## src/rtl/cw305_reg_arbiter_if.sv

```systemverilog
// cw305_reg_arbiter_if: one CW305 register-bus port. It bundles address,
// byte count, write data, read data and the read/write/addrvalid strobes.
//   master : drives address/bytecnt/datao/read/write/addrvalid, receives datai
//   slave  : receives those fields, drives datai
interface cw305_reg_arbiter_if #(
  parameter int pADDR_WIDTH   = 21,
  parameter int pBYTECNT_SIZE = 7
);
  logic [pADDR_WIDTH-pBYTECNT_SIZE-1:0] address;
  logic [pBYTECNT_SIZE-1:0]             bytecnt;
  logic [7:0]                           datao;
  logic [7:0]                           datai;
  logic                                 read;
  logic                                 write;
  logic                                 addrvalid;

  modport master (output address, bytecnt, datao, read, write, addrvalid, input datai);
  modport slave  (input address, bytecnt, datao, read, write, addrvalid, output datai);
endinterface

```

## src/rtl/cw305_reg_arbiter.sv

```systemverilog
// cw305_reg_arbiter: shares the CW305 register bus between the USB host and
// an on-chip master. The host path is a zero-latency combinational
// passthrough. The internal master is served only after pGUARD host-quiet
// cycles. A host access during an internal op cancels that op, and the op
// re-issues on its own.
// Ports:
//   usb_clk, rst_n   : clock, async active-low reset
//   host_bus (slave) : host_address/bytecnt/datao/read/write/addrvalid in, host_datai out
//   reg_bus (master) : reg_address/bytecnt/datao/read/write/addrvalid out, reg_datai in
//   int_req/int_we/int_address/int_bytecnt/int_wdata : internal request (held until ack)
//   int_ack, int_rdata : one-cycle completion pulse, with read data on that cycle
//   host_active      : host owns the bus or is inside the guard window
//   retry_cnt        : saturating count of preempted internal ops
module cw305_reg_arbiter #(
  parameter int pADDR_WIDTH   = 21,
  parameter int pBYTECNT_SIZE = 7,
  parameter int pGUARD        = 4,
  parameter int pRETRY_W      = 16
) (
  input  logic                                 usb_clk,
  input  logic                                 rst_n,
  cw305_reg_arbiter_if.slave                   host_bus,
  cw305_reg_arbiter_if.master                  reg_bus,
  input  logic                                 int_req,
  input  logic                                 int_we,
  input  logic [pADDR_WIDTH-pBYTECNT_SIZE-1:0] int_address,
  input  logic [pBYTECNT_SIZE-1:0]             int_bytecnt,
  input  logic [7:0]                           int_wdata,
  output logic                                 int_ack,
  output logic [7:0]                           int_rdata,
  output logic                                 host_active,
  output logic [pRETRY_W-1:0]                  retry_cnt
);
  localparam int AW = pADDR_WIDTH - pBYTECNT_SIZE;
  localparam int QW = $clog2(pGUARD + 1);

  typedef enum logic [1:0] {IDLE, ISSUE, CAPTURE, ACK} state_t;
  state_t state, state_nxt;

  logic                     hact, accept;
  logic [QW-1:0]            quiet_cnt;
  logic                     op_we;
  logic [AW-1:0]            op_addr;
  logic [pBYTECNT_SIZE-1:0] op_bc;
  logic [7:0]               op_wdata, rdata_q;
  logic                     drive_int, rd_stb, wr_stb, capture, preempt;

  assign hact        = host_bus.read | host_bus.write;
  assign host_active = hact | (quiet_cnt != '0);
  assign accept      = (state == IDLE) & int_req & ~host_active;

  // state register
  always_ff @(posedge usb_clk or negedge rst_n) begin
    if (!rst_n) state <= IDLE;
    else        state <= state_nxt;
  end

  // next state: a host access in ISSUE/CAPTURE returns to IDLE without an ack
  always_comb begin
    state_nxt = state;
    case (state)
      IDLE:    if (accept) state_nxt = ISSUE;
      ISSUE:   if (hact) state_nxt = IDLE;
               else      state_nxt = op_we ? ACK : CAPTURE;
      CAPTURE: state_nxt = IDLE;
      ACK:     state_nxt = IDLE;
      default: state_nxt = IDLE;
    endcase
  end

  // outputs: the internal op drives the bus only in ISSUE/CAPTURE with no host access
  always_comb begin
    drive_int = 1'b0;
    rd_stb    = 1'b0;
    wr_stb    = 1'b0;
    capture   = 1'b0;
    preempt   = 1'b0;
    int_ack   = 1'b0;
    case (state)
      ISSUE:   if (hact) preempt = 1'b1;
               else begin
                 drive_int = 1'b1;
                 rd_stb    = ~op_we;
                 wr_stb    = op_we;
               end
      CAPTURE: if (hact) preempt = 1'b1;
               else begin
                 drive_int = 1'b1;
                 capture   = 1'b1;
                 int_ack   = 1'b1;
               end
      ACK:     int_ack = 1'b1;
      default: ;
    endcase
  end

  // Read data leaves combinationally on the ack cycle. The registered copy
  // keeps int_rdata stable afterwards.
  assign int_rdata = capture ? reg_bus.datai : rdata_q;

  assign reg_bus.address   = drive_int ? op_addr  : host_bus.address;
  assign reg_bus.bytecnt   = drive_int ? op_bc    : host_bus.bytecnt;
  assign reg_bus.datao     = drive_int ? op_wdata : host_bus.datao;
  assign reg_bus.read      = drive_int ? rd_stb   : host_bus.read;
  assign reg_bus.write     = drive_int ? wr_stb   : host_bus.write;
  assign reg_bus.addrvalid = drive_int | host_bus.addrvalid;
  assign host_bus.datai    = reg_bus.datai;

  // The guard counter starts full after reset, so the first grant waits pGUARD cycles.
  always_ff @(posedge usb_clk or negedge rst_n) begin
    if (!rst_n)              quiet_cnt <= QW'(pGUARD);
    else if (hact)           quiet_cnt <= QW'(pGUARD);
    else if (quiet_cnt != 0) quiet_cnt <= quiet_cnt - 1'b1;
  end

  always_ff @(posedge usb_clk or negedge rst_n) begin
    if (!rst_n) begin
      retry_cnt <= '0;
      rdata_q   <= '0;
      op_we     <= 1'b0;
      op_addr   <= '0;
      op_bc     <= '0;
      op_wdata  <= '0;
    end else begin
      if (preempt && retry_cnt != '1) retry_cnt <= retry_cnt + 1'b1;
      if (capture) rdata_q <= reg_bus.datai;
      if (accept) begin
        op_we    <= int_we;
        op_addr  <= int_address;
        op_bc    <= int_bytecnt;
        op_wdata <= int_wdata;
      end
    end
  end
endmodule

```

## src/flat_wrapper.sv

```systemverilog
// flat-port wrapper written by rule: the top's interface ports become plain ports
module cw305_reg_arbiter_flat 
#(
  parameter int pADDR_WIDTH   = 21,
  parameter int pBYTECNT_SIZE = 7,
  parameter int pGUARD        = 4,
  parameter int pRETRY_W      = 16
)
  (usb_clk, rst_n, int_req, int_we, int_address, int_bytecnt, int_wdata, int_ack, int_rdata, host_active, retry_cnt, host_bus_address, host_bus_bytecnt, host_bus_datao, host_bus_read, host_bus_write, host_bus_addrvalid, host_bus_datai, reg_bus_address, reg_bus_bytecnt, reg_bus_datao, reg_bus_read, reg_bus_write, reg_bus_addrvalid, reg_bus_datai);
  cw305_reg_arbiter_if #(.pADDR_WIDTH(pADDR_WIDTH), .pBYTECNT_SIZE(pBYTECNT_SIZE)) host_bus_i ();
  cw305_reg_arbiter_if #(.pADDR_WIDTH(pADDR_WIDTH), .pBYTECNT_SIZE(pBYTECNT_SIZE)) reg_bus_i ();
  input  logic usb_clk;
  input  logic rst_n;
  input  logic int_req;
  input  logic int_we;
  input  logic [pADDR_WIDTH-pBYTECNT_SIZE-1:0] int_address;
  input  logic [pBYTECNT_SIZE-1:0] int_bytecnt;
  input  logic [7:0] int_wdata;
  output logic int_ack;
  output logic [7:0] int_rdata;
  output logic host_active;
  output logic [pRETRY_W-1:0] retry_cnt;
  input wire logic [$bits(host_bus_i.address)-1:0] host_bus_address;
  input wire logic [$bits(host_bus_i.bytecnt)-1:0] host_bus_bytecnt;
  input wire logic [$bits(host_bus_i.datao)-1:0] host_bus_datao;
  input wire logic [$bits(host_bus_i.read)-1:0] host_bus_read;
  input wire logic [$bits(host_bus_i.write)-1:0] host_bus_write;
  input wire logic [$bits(host_bus_i.addrvalid)-1:0] host_bus_addrvalid;
  output wire logic [$bits(host_bus_i.datai)-1:0] host_bus_datai;
  output wire logic [$bits(reg_bus_i.address)-1:0] reg_bus_address;
  output wire logic [$bits(reg_bus_i.bytecnt)-1:0] reg_bus_bytecnt;
  output wire logic [$bits(reg_bus_i.datao)-1:0] reg_bus_datao;
  output wire logic [$bits(reg_bus_i.read)-1:0] reg_bus_read;
  output wire logic [$bits(reg_bus_i.write)-1:0] reg_bus_write;
  output wire logic [$bits(reg_bus_i.addrvalid)-1:0] reg_bus_addrvalid;
  input wire logic [$bits(reg_bus_i.datai)-1:0] reg_bus_datai;
  assign host_bus_i.address = host_bus_address;
  assign host_bus_i.bytecnt = host_bus_bytecnt;
  assign host_bus_i.datao = host_bus_datao;
  assign host_bus_i.read = host_bus_read;
  assign host_bus_i.write = host_bus_write;
  assign host_bus_i.addrvalid = host_bus_addrvalid;
  assign host_bus_datai = host_bus_i.datai;
  assign reg_bus_address = reg_bus_i.address;
  assign reg_bus_bytecnt = reg_bus_i.bytecnt;
  assign reg_bus_datao = reg_bus_i.datao;
  assign reg_bus_read = reg_bus_i.read;
  assign reg_bus_write = reg_bus_i.write;
  assign reg_bus_addrvalid = reg_bus_i.addrvalid;
  assign reg_bus_i.datai = reg_bus_datai;
  cw305_reg_arbiter #(.pADDR_WIDTH(pADDR_WIDTH), .pBYTECNT_SIZE(pBYTECNT_SIZE), .pGUARD(pGUARD), .pRETRY_W(pRETRY_W)) u_core (.usb_clk(usb_clk), .rst_n(rst_n), .host_bus(host_bus_i), .reg_bus(reg_bus_i), .int_req(int_req), .int_we(int_we), .int_address(int_address), .int_bytecnt(int_bytecnt), .int_wdata(int_wdata), .int_ack(int_ack), .int_rdata(int_rdata), .host_active(host_active), .retry_cnt(retry_cnt));
endmodule
```

## config.mk

```make
export PLATFORM = sky130hd
export DESIGN_NAME = cw305_reg_arbiter_flat
export DESIGN_NICKNAME = d
export VERILOG_FILES = /design/src/rtl/cw305_reg_arbiter_if.sv /design/src/rtl/cw305_reg_arbiter.sv /design/src/flat_wrapper.sv
export SDC_FILE = /design/constraint.sdc
export NUM_CORES = 1
export LEC_CHECK = 0
export BUFFER_PORTS_ARGS = -buffer_cell sky130_fd_sc_hd__buf_2
export CAP_MARGIN = 30
export CORE_ASPECT_RATIO = 1.2
export CORE_MARGIN = 5
export CORE_UTILIZATION = 44
export CTS_BUF_LIST = sky130_fd_sc_hd__clkbuf_16
export DETAILED_ROUTE_END_ITERATION = 16
export GPL_TIMING_DRIVEN = 0
export HOLD_SLACK_MARGIN = 0.05
export PLACE_DENSITY_LB_ADDON = 0.05
export SLEW_MARGIN = 20
export SYNTH_ARGS = -nofsm -noshare
export SYNTH_HDL_FRONTEND = slang
export SYNTH_SLANG_ARGS = --single-unit
```

## constraint.sdc

```tcl
create_clock -name usb_clk -period 2.9 [get_ports usb_clk]
set_input_delay 0.145 -clock usb_clk [delete_from_list [all_inputs] [get_ports usb_clk]]
set_output_delay 0.145 -clock usb_clk [all_outputs]
set_load 0.05 [all_outputs]
```

After elaboration in Yosys (flattened, before gate mapping)
Index checks and enable logic that the tools add are counted.
- add/subtract/negate cells: 2
- equal/unequal tests: 5
- mux-type cells: 22
- bitwise gates (word level): 7
- reduce and logical (&&, ||, !) cells: 6
- operator list (cell ; count):
    $add A16 B1 Y16 const B ; 1
    $mux W8 ; 2
    $ne A16 B16 Y1 const B ; 1
    $mux W14 ; 1
    $mux W1 ; 12
    $mux W7 ; 1
    $mux W3 ; 2
    $pmux W2 S3 ; 1
    $eq A2 B2 Y1 const B ; 2
    $mux W2 ; 2
    $reduce_or A2 Y1 ; 2
    $or A1 B1 Y1 ; 3
    $reduce_bool A3 Y1 ; 1
    $sub A3 B1 Y3 const B ; 1
    $and A1 B1 Y1 ; 2
    $eq A2 B1 Y1 const B ; 1
    $logic_not A2 Y1 ; 1
    $ne A2 B1 Y1 const B ; 1
    $not A1 Y1 ; 2
    $pmux W1 S2 ; 1
    $reduce_bool A2 Y1 ; 1
    $logic_and A1 B1 Y1 ; 1
- register bits after elaboration: 59
- bits of input ports: 73
- output and inout port bits: 66
- word-level logic and storage cells: 50

Depth between registers and ports, before layout
Gate-level depths: netlist of run 1.
- depth in word-level cells: 6
- gate-level depth with buffers: 8
- gate-level depth less buffers: 6

Worst setup path before layout of run 1
Ideal clock, no wire load.
- path kind: reg2reg
- start: reg u_core.retry_cnt[4]
- end: reg u_core.retry_cnt[1]
- library setup time: 125 ps
- arrival time: 1698 ps
- data required time: 2775 ps
- setup slack: 1077 ps
- cell stages (with the launch flop): 5
- buffers on the path: 0
- period minus slack after synthesis: 1823 ps
- path through: dfrtp_1 > nand4_4 > nor3_4 > a31oi_1 > mux2_4
- longest elaborated chain between the ends: 2
- RTL lines (element ; line ; source):
    from (decl) ; cw305_reg_arbiter.sv:32 ; output logic [pRETRY_W-1:0] retry_cnt
    from (signal assigned) ; cw305_reg_arbiter.sv:125 ; if (preempt && retry_cnt != '1) retry_cnt <= retry_cnt + 1'b1;
    $ne A16 B16 Y1 ; cw305_reg_arbiter.sv:125 ;
    $logic_and A1 B1 Y1 ; cw305_reg_arbiter.sv:125 ;
Every way passes these cells.
A chain may end at the register's enable or synchronous reset.

Worst setup path in the final report of run 1
- start: reg u_core.state[0]
- end: out reg_bus_address[0]
- longest elaborated chain between the ends: 4
- elaborated cells between the ends (all ways): 5
- those cells by class: eq/ne: 2; mux: 2; reduce/logical: 1
- RTL lines (element ; line ; source):
    from (decl) ; cw305_reg_arbiter.sv:38 ; state_t state, state_nxt;
    from (signal assigned) ; cw305_reg_arbiter.sv:55 ; else state <= state_nxt;
    $eq A2 B1 Y1 or $eq A2 B2 Y1 (tied branches) ; cw305_reg_arbiter.sv:79 ; case (state)
    $reduce_or A2 Y1 (no line) * ; - ;
    $mux W1 * ; - ;
    $mux W14 * ; cw305_reg_arbiter.sv:101 ; assign reg_bus.address = drive_int ? op_addr : host_bus.address;
    to (decl) ; flat_wrapper.sv:30 ; output wire logic [$bits(reg_bus_i.address)-1:0] reg_bus_address;
Every way passes the cells marked *; elsewhere a longest branch is shown, timed or not.

==> results.toml, run 1 <==
[sta]
final_critical_path_share_of_the_clock_period_pct = 79.5
hold_violations = 0
final.hold.worst_slack_ns = 0.0626
timing.max_slew.rel_slack_pct = 50.4
worst_clock_skew_ns = 0.00732
post-route-min-period_ns = 2.31
final-max-slew-violation-count = 0
rsz0062_at_grt = "no"
fin_tns_setup_ns = 0
max_clock_freq_ghz = 0.434
worst-slew-pin-transition_ns = 0.743
setup_violations = 0

[layout]
layout_commonest_cell = "sky130_fd_sc_hd__buf_2"
most-common-layout-cells = "sky130_fd_sc_hd__buf_2, sky130_fd_sc_hd__dfrtp_1, sky130_fd_sc_hd__mux2_4"
postLayoutCellArea_um2 = 4540
syn2layout_area_growth_pct = 38.4
final_net_count = 481
layout-drive-gt1-share_pct = 61.8
n_antenna_cell = 0
fin_util_pct = 62.5

[detailed_routing]
drcViolationCount = 0
drt_first_iter_violations = 42
route.antenna.remaining_nets = 0
route.final.wire_length_mm = 7.31
detail_route.vias_per_cell = 4.76
detail_route.first_pass.iterations = 4
detailed_route_via_count = 2362
avgRoutedWirePerCell_um = 14.7

[critical_path]
data_arrival_critical_path_ns = 2.16
critical_path_class = "reg2out"
crit_path_max_incr_delay_ns = 0.40
worstSetupStartpointType = "register"
timing.critical_path.buf_inv = 4
critical_path.most_common_cell = "sky130_fd_sc_hd__buf_6"
timing.critical_path.max_delay_family = "buffers and inverters"
slowest_stage = "sky130_fd_sc_hd__dfrtp_1"
crit_path_end_kind = "primary output"
critical_path_required_ns = 2.76
ordered_list_of_cells_on_the_worst_path = "inv_1, ha_1, and2_1, buf_6, buf_6, mux2_4, buf_2"
critical_path_peak_fanout = 10
worst-r2r-cell-count = 7
timing.critical_path.depth = 7

[global_routing]
grt_first_pass_wirelength_mm = 11.7
global_route.usage.total_pct = 16.0
globalRoute.totalOverflow = 0
first_global_vias = 2452
initial_antenna_violation_count = 0
grt_start_max_net_pins = 60

[placement]
place.gp.congestion = 0.766
port_buffers = 138
place_area_um2 = 4090
place_hpwl_mm = 5.39

[logic_synthesis]
count_of_flip_flops_with_a_built_in_enable_after_synthesis = 0
synth_top_area_share_pct = 44.2
ys_ff_latch = 59
mappedNetlistNets = 315
async_flop_share_pct = 100
synth_warnings = 0
yosysUniqueCellTypes = 42
netlist_instances = 235
yosysSeqAreaShare_pct = 45.0
avgSynthCellArea_um2 = 14.0
cell_area_after_synthesis_um2 = 3280
yosysTopAreaCell = "sky130_fd_sc_hd__dfrtp_1"
synth.top_cells.by_area = "sky130_fd_sc_hd__dfrtp_1, sky130_fd_sc_hd__mux2_4, sky130_fd_sc_hd__mux2_2"
synth_top_flop_cell = "sky130_fd_sc_hd__dfrtp_1"

[status]
result_of_the_run = "completed"

[clocking]
cts_repair_resize_count = 0
h_tree_level_count = 3
tritoncts = "yes"
clock_pin_transition_on_the_worst_setup_and_hold_timing_paths_ns = 0.05
clock_sink_count = 59
cts_root_buffer = "sky130_fd_sc_hd__clkbuf_16"
max-clock-path-buffers = 2
cts_inserted_buffers = 9
clock_latency_ns = 0.32

[floorplan]
initial_core_util_pct = 45.1
die_width_um = 88.8
core_region_area_um2 = 7270
floorplan.io_pins = 139
die_h_um = 105
die_area_um2 = 9290
num_rows = 34

[pwr]
power_switching_share_pct = 37.1
power.switching_w = 0.00134
ir_worst_vdd_v = 0.000403
share_comb_of_total_power_pct = 38.8
power_density_nw_per_um2 = 798
intPower_w = 0.00228
power.leakage_nw = 2.37
clkPwrFrac_pct = 27.6
seq_power_share_pct = 33.6

[min_path]
hold_path.class = "in2reg"
min_path_cells = 2

[flow_run]
timing.max_cap.violations = 0
## final timing paths
check                                    startpoint                   to  slack [ns]
worst max-delay path                u_core.state[0]   reg_bus_address[0]        0.59
worst min-delay path                   int_wdata[2]   u_core.op_wdata[2]        0.06
worst max register to register  u_core.quiet_cnt[0]   u_core.op_wdata[1]        0.93
worst min register to register  u_core.retry_cnt[9]  u_core.retry_cnt[9]        0.48
max in group asynchronous                     rst_n      u_core.state[1]        1.97
min in group asynchronous                     rst_n   u_core.op_wdata[3]        0.43
## synthesized netlist by cell type, drive strengths merged (3+ instances only)
master and instances:
and2 3, buf 17, dfrtp 58, ha 7, inv 7, mux2 67
nand2 9, nand3 5, nand4 6, nor2 8, nor3 5, nor4 6
o21ai 4, or2 3, xnor2 6, xor2 8
## layout make-up
cell class,count,area (um2)
flip-flops and latches,59,1480
clock inverters,7,60.1
well taps,90,113
clock buffers,9,225
multi-input cells,152,1620
inverters,7,26.3
plain buffers,17,163
fillers,599,2730
repair buffers,155,863
## kinds of logic after synthesis
group	count (synthesis)	synth area share (%)
xor+xnor	14	3.74
buf+inv	24	5.76
flops	59	45.0
mux	68	29.5
fa+ha+maj	7	2.67
compound gates	14	3.58
simple gates	49	9.76
## registers in the layout, indices dropped and copies added, names as in the netlist
register / count
u_core.op_addr: 14
u_core.op_bc: 7
u_core.op_wdata: 8
u_core.op_we: 1
u_core.quiet_cnt: 3
u_core.rdata_q: 8
u_core.retry_cnt: 16
u_core.state: 2
## power groups by stage
stage | clock (W) | sequential, W | combinational (W)
global route | 0.00108 | 0.00125 | 0.00150
detailed placement | 0 | 0.00123 | 0.00140
finish | 0.00100 | 0.00122 | 0.00141
floorplan | 0 | 0.00129 | 0.00103
global placement | 0 | 0.00123 | 0.00138
CTS | 0.00104 | 0.00122 | 0.00142
## per-layer routing
metal | up-vias | routed length (um) | GRT usage (%)
li1 | 1161 | - | -
met1 | 1117 | 2970 | 18.5
met2 | 79 | 3690 | 27.8
met3 | 5 | 565 | 4.72
met4 | 0 | 80 | 5.51
met5 | - | 0 | 0
## repair_timing
action | in CTS | in global routing
endpoints found under the hold margin | 74 | 0
hold buffers | 17 | 0
setup buffers | 0 | 0
## per-stage QoR
stage          std cells  total power (W)  setup slack, ns
3_3_place_gp         463          0.00261            0.929
4_1_cts              496          0.00369            0.554
5_1_grt              496          0.00383            0.456
3_5_place_dp         463          0.00263            0.914
2_1_floorplan        235          0.00232             1.08
6_report             496          0.00363            0.594
(Power assumes the default switching activity.)
==> run 2: changes to the inputs <==
==> constraint.sdc (replaced) <==
create_clock -name usb_clk -period 2.41 [get_ports usb_clk]
set_input_delay 0.1205 -clock usb_clk [delete_from_list [all_inputs] [get_ports usb_clk]]
set_output_delay 0.1205 -clock usb_clk [all_outputs]
set_load 0.05 [all_outputs]
==> results.toml, run 2 (synthesis gave the netlist of run 1 again) <==
[status]
result_of_the_run = "completed"

[critical_path]
worstSetupStartpointType = "register"
crit_path_end_kind = "primary output"
critical_path_required_ns = 2.29
critical_path.most_common_cell = "sky130_fd_sc_hd__buf_6"
r2r_slack_ns = 0.44
data_arrival_critical_path_ns = 2.14
timing.critical_path.buf_inv = 4
timing.critical_path.max_delay_family = "buffers and inverters"
crit_path_max_incr_delay_ns = 0.40
slowest_stage = "sky130_fd_sc_hd__dfrtp_1"
timing.critical_path.depth = 7
worst-r2r-cell-count = 7
critical_path_peak_fanout = 10
critical_path_class = "reg2out"
ordered_list_of_cells_on_the_worst_path = "inv_1, ha_2, and2_1, buf_6, buf_6, mux2_4, buf_2"

[layout]
fin_util_pct = 64.4
most-common-layout-cells = "sky130_fd_sc_hd__buf_2, sky130_fd_sc_hd__dfrtp_1, sky130_fd_sc_hd__mux2_4"
syn2layout_area_growth_pct = 42.8
layout_commonest_cell = "sky130_fd_sc_hd__buf_2"
filler_cell_count = 577
top_regs = "u_core.retry_cnt: 16 flops, u_core.op_addr: 14 flops"
registers.top_by_ff_count = "u_core.retry_cnt"
n_antenna_cell = 0
multiInputGateArea_um2 = 1620
final_net_count = 495
seqCellArea_um2 = 1480
layout-drive-gt1-share_pct = 60.0
finalNonFillerCells = 510
largest_reg_flops = 16

[clocking]
max-clock-path-buffers = 2
post-cts-setup-buffer-count = 0
clock_sink_count = 59
h_tree_level_count = 3
clock_pin_transition_on_the_worst_setup_and_hold_timing_paths_ns = 0.05
cts_inserted_buffers = 9
cts_root_buffer = "sky130_fd_sc_hd__clkbuf_16"
tritoncts = "yes"
clock_latency_ns = 0.32

[placement]
port_buffers = 138
place_hpwl_mm = 5.39
place.detailed.instances = 463
place.gp.congestion = 0.766

[floorplan]
floorplan.io_pins = 139
num_rows = 34
die_h_um = 105
initial_core_util_pct = 45.1
die_area_um2 = 9290
core_region_area_um2 = 7270
die_width_um = 88.8

[detailed_routing]
drt_first_iter_violations = 50
detail_route.vias_per_cell = 4.76
drcViolationCount = 0
route.antenna.remaining_nets = 0
avgRoutedWirePerCell_um = 14.8
route.final.wire_length_mm = 7.52
detail_route.first_pass.iterations = 4
detailed_route_via_count = 2428

[sta]
final-max-slew-violation-count = 0
worst_clock_skew_ns = 0.00659
timing.max_slew.rel_slack_pct = 50.6
setup_violations = 0
max_clock_freq_ghz = 0.442
rsz0062_at_grt = "no"
post-route-min-period_ns = 2.26
hold_violations = 0
worst-slew-pin-transition_ns = 0.741
final_critical_path_share_of_the_clock_period_pct = 93.9
fin_tns_setup_ns = 0

[pwr]
ir_worst_vdd_v = 0.000485
power.leakage_nw = 2.43
power_density_nw_per_um2 = 937

[global_routing]
globalRoute.totalOverflow = 0
first_global_vias = 2562
global_route.usage.total_pct = 16.4
initial_antenna_violation_count = 0
grt_start_max_net_pins = 60
grt_first_pass_wirelength_mm = 12.0

[flow_run]
timing.max_cap.violations = 0

[min_path]
min_path_cells = 2
hold_path.class = "in2reg"
run 2: what timing repair did:
action                     CTS  global route
resized for setup            0             1
setup endpoints to repair    0             4
hold buffers                31             0
hold endpoints to repair    88             0
run 2: cell type report:
class,count,area share [%]
Tap cell,90,2.40
Clock inverter,7,1.28
Inverter,7,0.561
Multi-Input combinational cell,152,34.5
Buffer,17,3.47
Clock buffer,9,4.81
Sequential cell,59,31.5
Timing Repair Buffer,169,21.4
run 2: path summary, 6_finish.rpt:
kind                                startpoint                   to
max                            u_core.state[0]   reg_bus_address[0]
min                           reg_bus_datai[6]    u_core.rdata_q[6]
max reg2reg                u_core.quiet_cnt[0]      u_core.op_bc[6]
min reg2reg                u_core.retry_cnt[9]  u_core.retry_cnt[9]
max in group asynchronous                rst_n      u_core.state[1]
min in group asynchronous                rst_n   u_core.op_wdata[3]
run 2: metal layers:
layer  vias up  part of all wire, %  GRT usage, %
met5         -                    0             0
met4         0                  1.1          5.51
met3         5                  7.6          4.72
met2        78                   51          28.8
met1      1156                   40          18.6
li1       1189                    -             -
run 2: per-stage QoR:
stage	worst slack [ns]	total power (W)	hold WS [ns]	cell area, um2
3_5_place_dp	0.448	0.00317	0.241	4090
6_report	0.147	0.00439	0.0638	4690
2_1_floorplan	0.587	0.00279	-0.175	3280
3_3_place_gp	0.461	0.00314	0.325	4090
4_1_cts	0.0890	0.00445	0.0533	4680
5_1_grt	0.0199	0.00464	0.0627	4690
run 2: where the power goes:
group          switching, W  internal, W  total, W
clock              0.000419     0.000785   0.00120
sequential         0.000190      0.00128   0.00147
combinational       0.00101     0.000703   0.00172
==> run 3: changes to the inputs <==
--- a/config.mk
+++ b/config.mk
@@ -14,7 +14,7 @@
 export DETAILED_ROUTE_END_ITERATION = 16
 export GPL_TIMING_DRIVEN = 0
 export HOLD_SLACK_MARGIN = 0.05
-export PLACE_DENSITY_LB_ADDON = 0.05
+export PLACE_DENSITY = 0.85
 export SLEW_MARGIN = 20
 export SYNTH_ARGS = -nofsm -noshare
 export SYNTH_HDL_FRONTEND = slang
==> results.toml, run 3 (synthesis gave the netlist of run 1 again) <==
[detailed_routing]
drcViolationCount = 0
drt_first_iter_violations = 77
route.final.wire_length_mm = 8.12
route.antenna.remaining_nets = 0
detailed_route_via_count = 2483
detail_route.vias_per_cell = 4.88
detail_route.first_pass.iterations = 4
avgRoutedWirePerCell_um = 15.9

[critical_path]
timing.critical_path.max_delay_family = "buffers and inverters"
critical_path_class = "reg2out"
timing.critical_path.buf_inv = 4
critical_path_peak_fanout = 10
crit_path_end_kind = "primary output"
critical_path_required_ns = 2.29
data_arrival_critical_path_ns = 2.18
crit_path_max_incr_delay_ns = 0.40
critical_path.most_common_cell = "sky130_fd_sc_hd__buf_6"
worstSetupStartpointType = "register"
ordered_list_of_cells_on_the_worst_path = "inv_1, ha_2, and2_1, buf_6, buf_6, mux2_4, buf_2"
slowest_stage = "sky130_fd_sc_hd__dfrtp_1"

[floorplan]
die_area_um2 = 9290
floorplan.io_pins = 139
core_region_area_um2 = 7270
num_rows = 34
die_h_um = 105
die_width_um = 88.8
initial_core_util_pct = 45.1

[placement]
place_hpwl_mm = 5.96
port_buffers = 138
place.gp.congestion = 0.792
place.detailed.instances = 463

[pwr]
clkPwrFrac_pct = 27.0
power.switching_w = 0.00166
power_density_nw_per_um2 = 950
power.leakage_nw = 2.43
power.total_w = 0.00444
seq_power_share_pct = 33.4
ir_worst_vdd_v = 0.000578
intPower_w = 0.00278
share_comb_of_total_power_pct = 39.6
power_switching_share_pct = 37.5

[layout]
layout_commonest_cell = "sky130_fd_sc_hd__buf_2"
top_regs = "u_core.retry_cnt: 16 flops, u_core.op_addr: 14 flops"
fin_util_pct = 64.2
filler_cell_count = 538
largest_reg_flops = 16
seqCellArea_um2 = 1480
registers.top_by_ff_count = "u_core.retry_cnt"
layout-drive-gt1-share_pct = 60.6
finalNonFillerCells = 509
most-common-layout-cells = "sky130_fd_sc_hd__buf_2, sky130_fd_sc_hd__dfrtp_1, sky130_fd_sc_hd__mux2_4"
n_antenna_cell = 0
syn2layout_area_growth_pct = 42.3
final_net_count = 494
multiInputGateArea_um2 = 1620

[global_routing]
first_global_vias = 2642
grt_first_pass_wirelength_mm = 12.8
globalRoute.totalOverflow = 0
initial_antenna_violation_count = 0
grt_start_max_net_pins = 60
global_route.usage.total_pct = 17.7

[flow_run]
timing.max_cap.violations = 0

[clocking]
cts_root_buffer = "sky130_fd_sc_hd__clkbuf_16"
h_tree_level_count = 3
clock_pin_transition_on_the_worst_setup_and_hold_timing_paths_ns = 0.05
cts_inserted_buffers = 9
tritoncts = "yes"
max-clock-path-buffers = 2
clock_latency_ns = 0.31
clock_sink_count = 59

[sta]
fin_tns_setup_ns = 0
max_clock_freq_ghz = 0.435
rsz0062_at_grt = "no"
final-max-slew-violation-count = 0
final_critical_path_share_of_the_clock_period_pct = 95.5
final.hold.worst_slack_ns = 0.0586
worst_clock_skew_ns = 0.00589
post-route-min-period_ns = 2.30
setup_violations = 0
timing.max_slew.rel_slack_pct = 51.4
worst-slew-pin-transition_ns = 0.729
hold_violations = 0

[status]
result_of_the_run = "completed"

[min_path]
hold_path.class = "in2reg"
run 3: timing repair:
item / CTS / global route
buffers inserted: 0 / 2
gates resized for setup: 0 / 1
hold endpoints to repair: 85 / 0
hold buffers: 28 / 0
setup endpoints to repair: 0 / 27
run 3: power groups by stage:
stage / clock network (W) / logic (W) / registers [W]
final: 0.00120 / 0.00176 / 0.00148
after global routing: 0.00127 / 0.00186 / 0.00153
after CTS: 0.00122 / 0.00175 / 0.00148
after detailed placement: 0 / 0.00171 / 0.00149
after global placement: 0 / 0.00167 / 0.00147
after floorplan: 0 / 0.00124 / 0.00156
run 3: final timing paths:
check / startpoint / end / slack, ns / cells after the start
worst max-delay path: u_core.state[0] / reg_bus_address[11] / 0.11 / 7
worst min-delay path: int_bytecnt[1] / u_core.op_bc[1] / 0.06 / 2
worst max register to register: u_core.quiet_cnt[0] / u_core.op_addr[1] / 0.40 / 7
worst min register to register: u_core.rdata_q[7] / u_core.rdata_q[7] / 0.49 / 1
max in group asynchronous: rst_n / u_core.op_addr[6] / 1.52 / 2
min in group asynchronous: rst_n / u_core.retry_cnt[9] / 0.39 / 2
run 3: final cells by class:
type	count	area share (%)
inverter	7	0.563
clock buffer	9	4.82
multi-input combinational	152	34.6
clock inverter	7	1.29
sequential	59	31.6
tap	90	2.41
timing repair buffer	168	21.2
buffer	17	3.48
run 3: metal layers:
layer | routed length, um | share of wire, % | track usage, % | vias up
met3 | 676 | 8.3 | 4.09 | 10
met2 | 4270 | 53 | 32.6 | 96
met4 | 102 | 1.3 | 6.16 | 0
met1 | 3070 | 38 | 19.3 | 1189
met5 | 0 | 0 | 0 | -
li1 | - | - | - | 1188
run 3: worst reg2reg max path: cells and delay by family (launching register included):
family / cells / cell delay, ns
adder cells (fa/ha/maj): 1 / 0.18
buffers and inverters: 3 / 0.42
flip-flops: 1 / 0.35
multiplexers: 1 / 0.31
AND/OR/NAND/NOR: 2 / 0.62
run 3: per-stage QoR:
stage | worst slack [ns] | cell area [um2]
global placement | 0.451 | 4090
detailed placement | 0.400 | 4090
floorplan | 0.587 | 3280
CTS | 0.0573 | 4650
finish | 0.109 | 4670
global route | 0.0128 | 4670
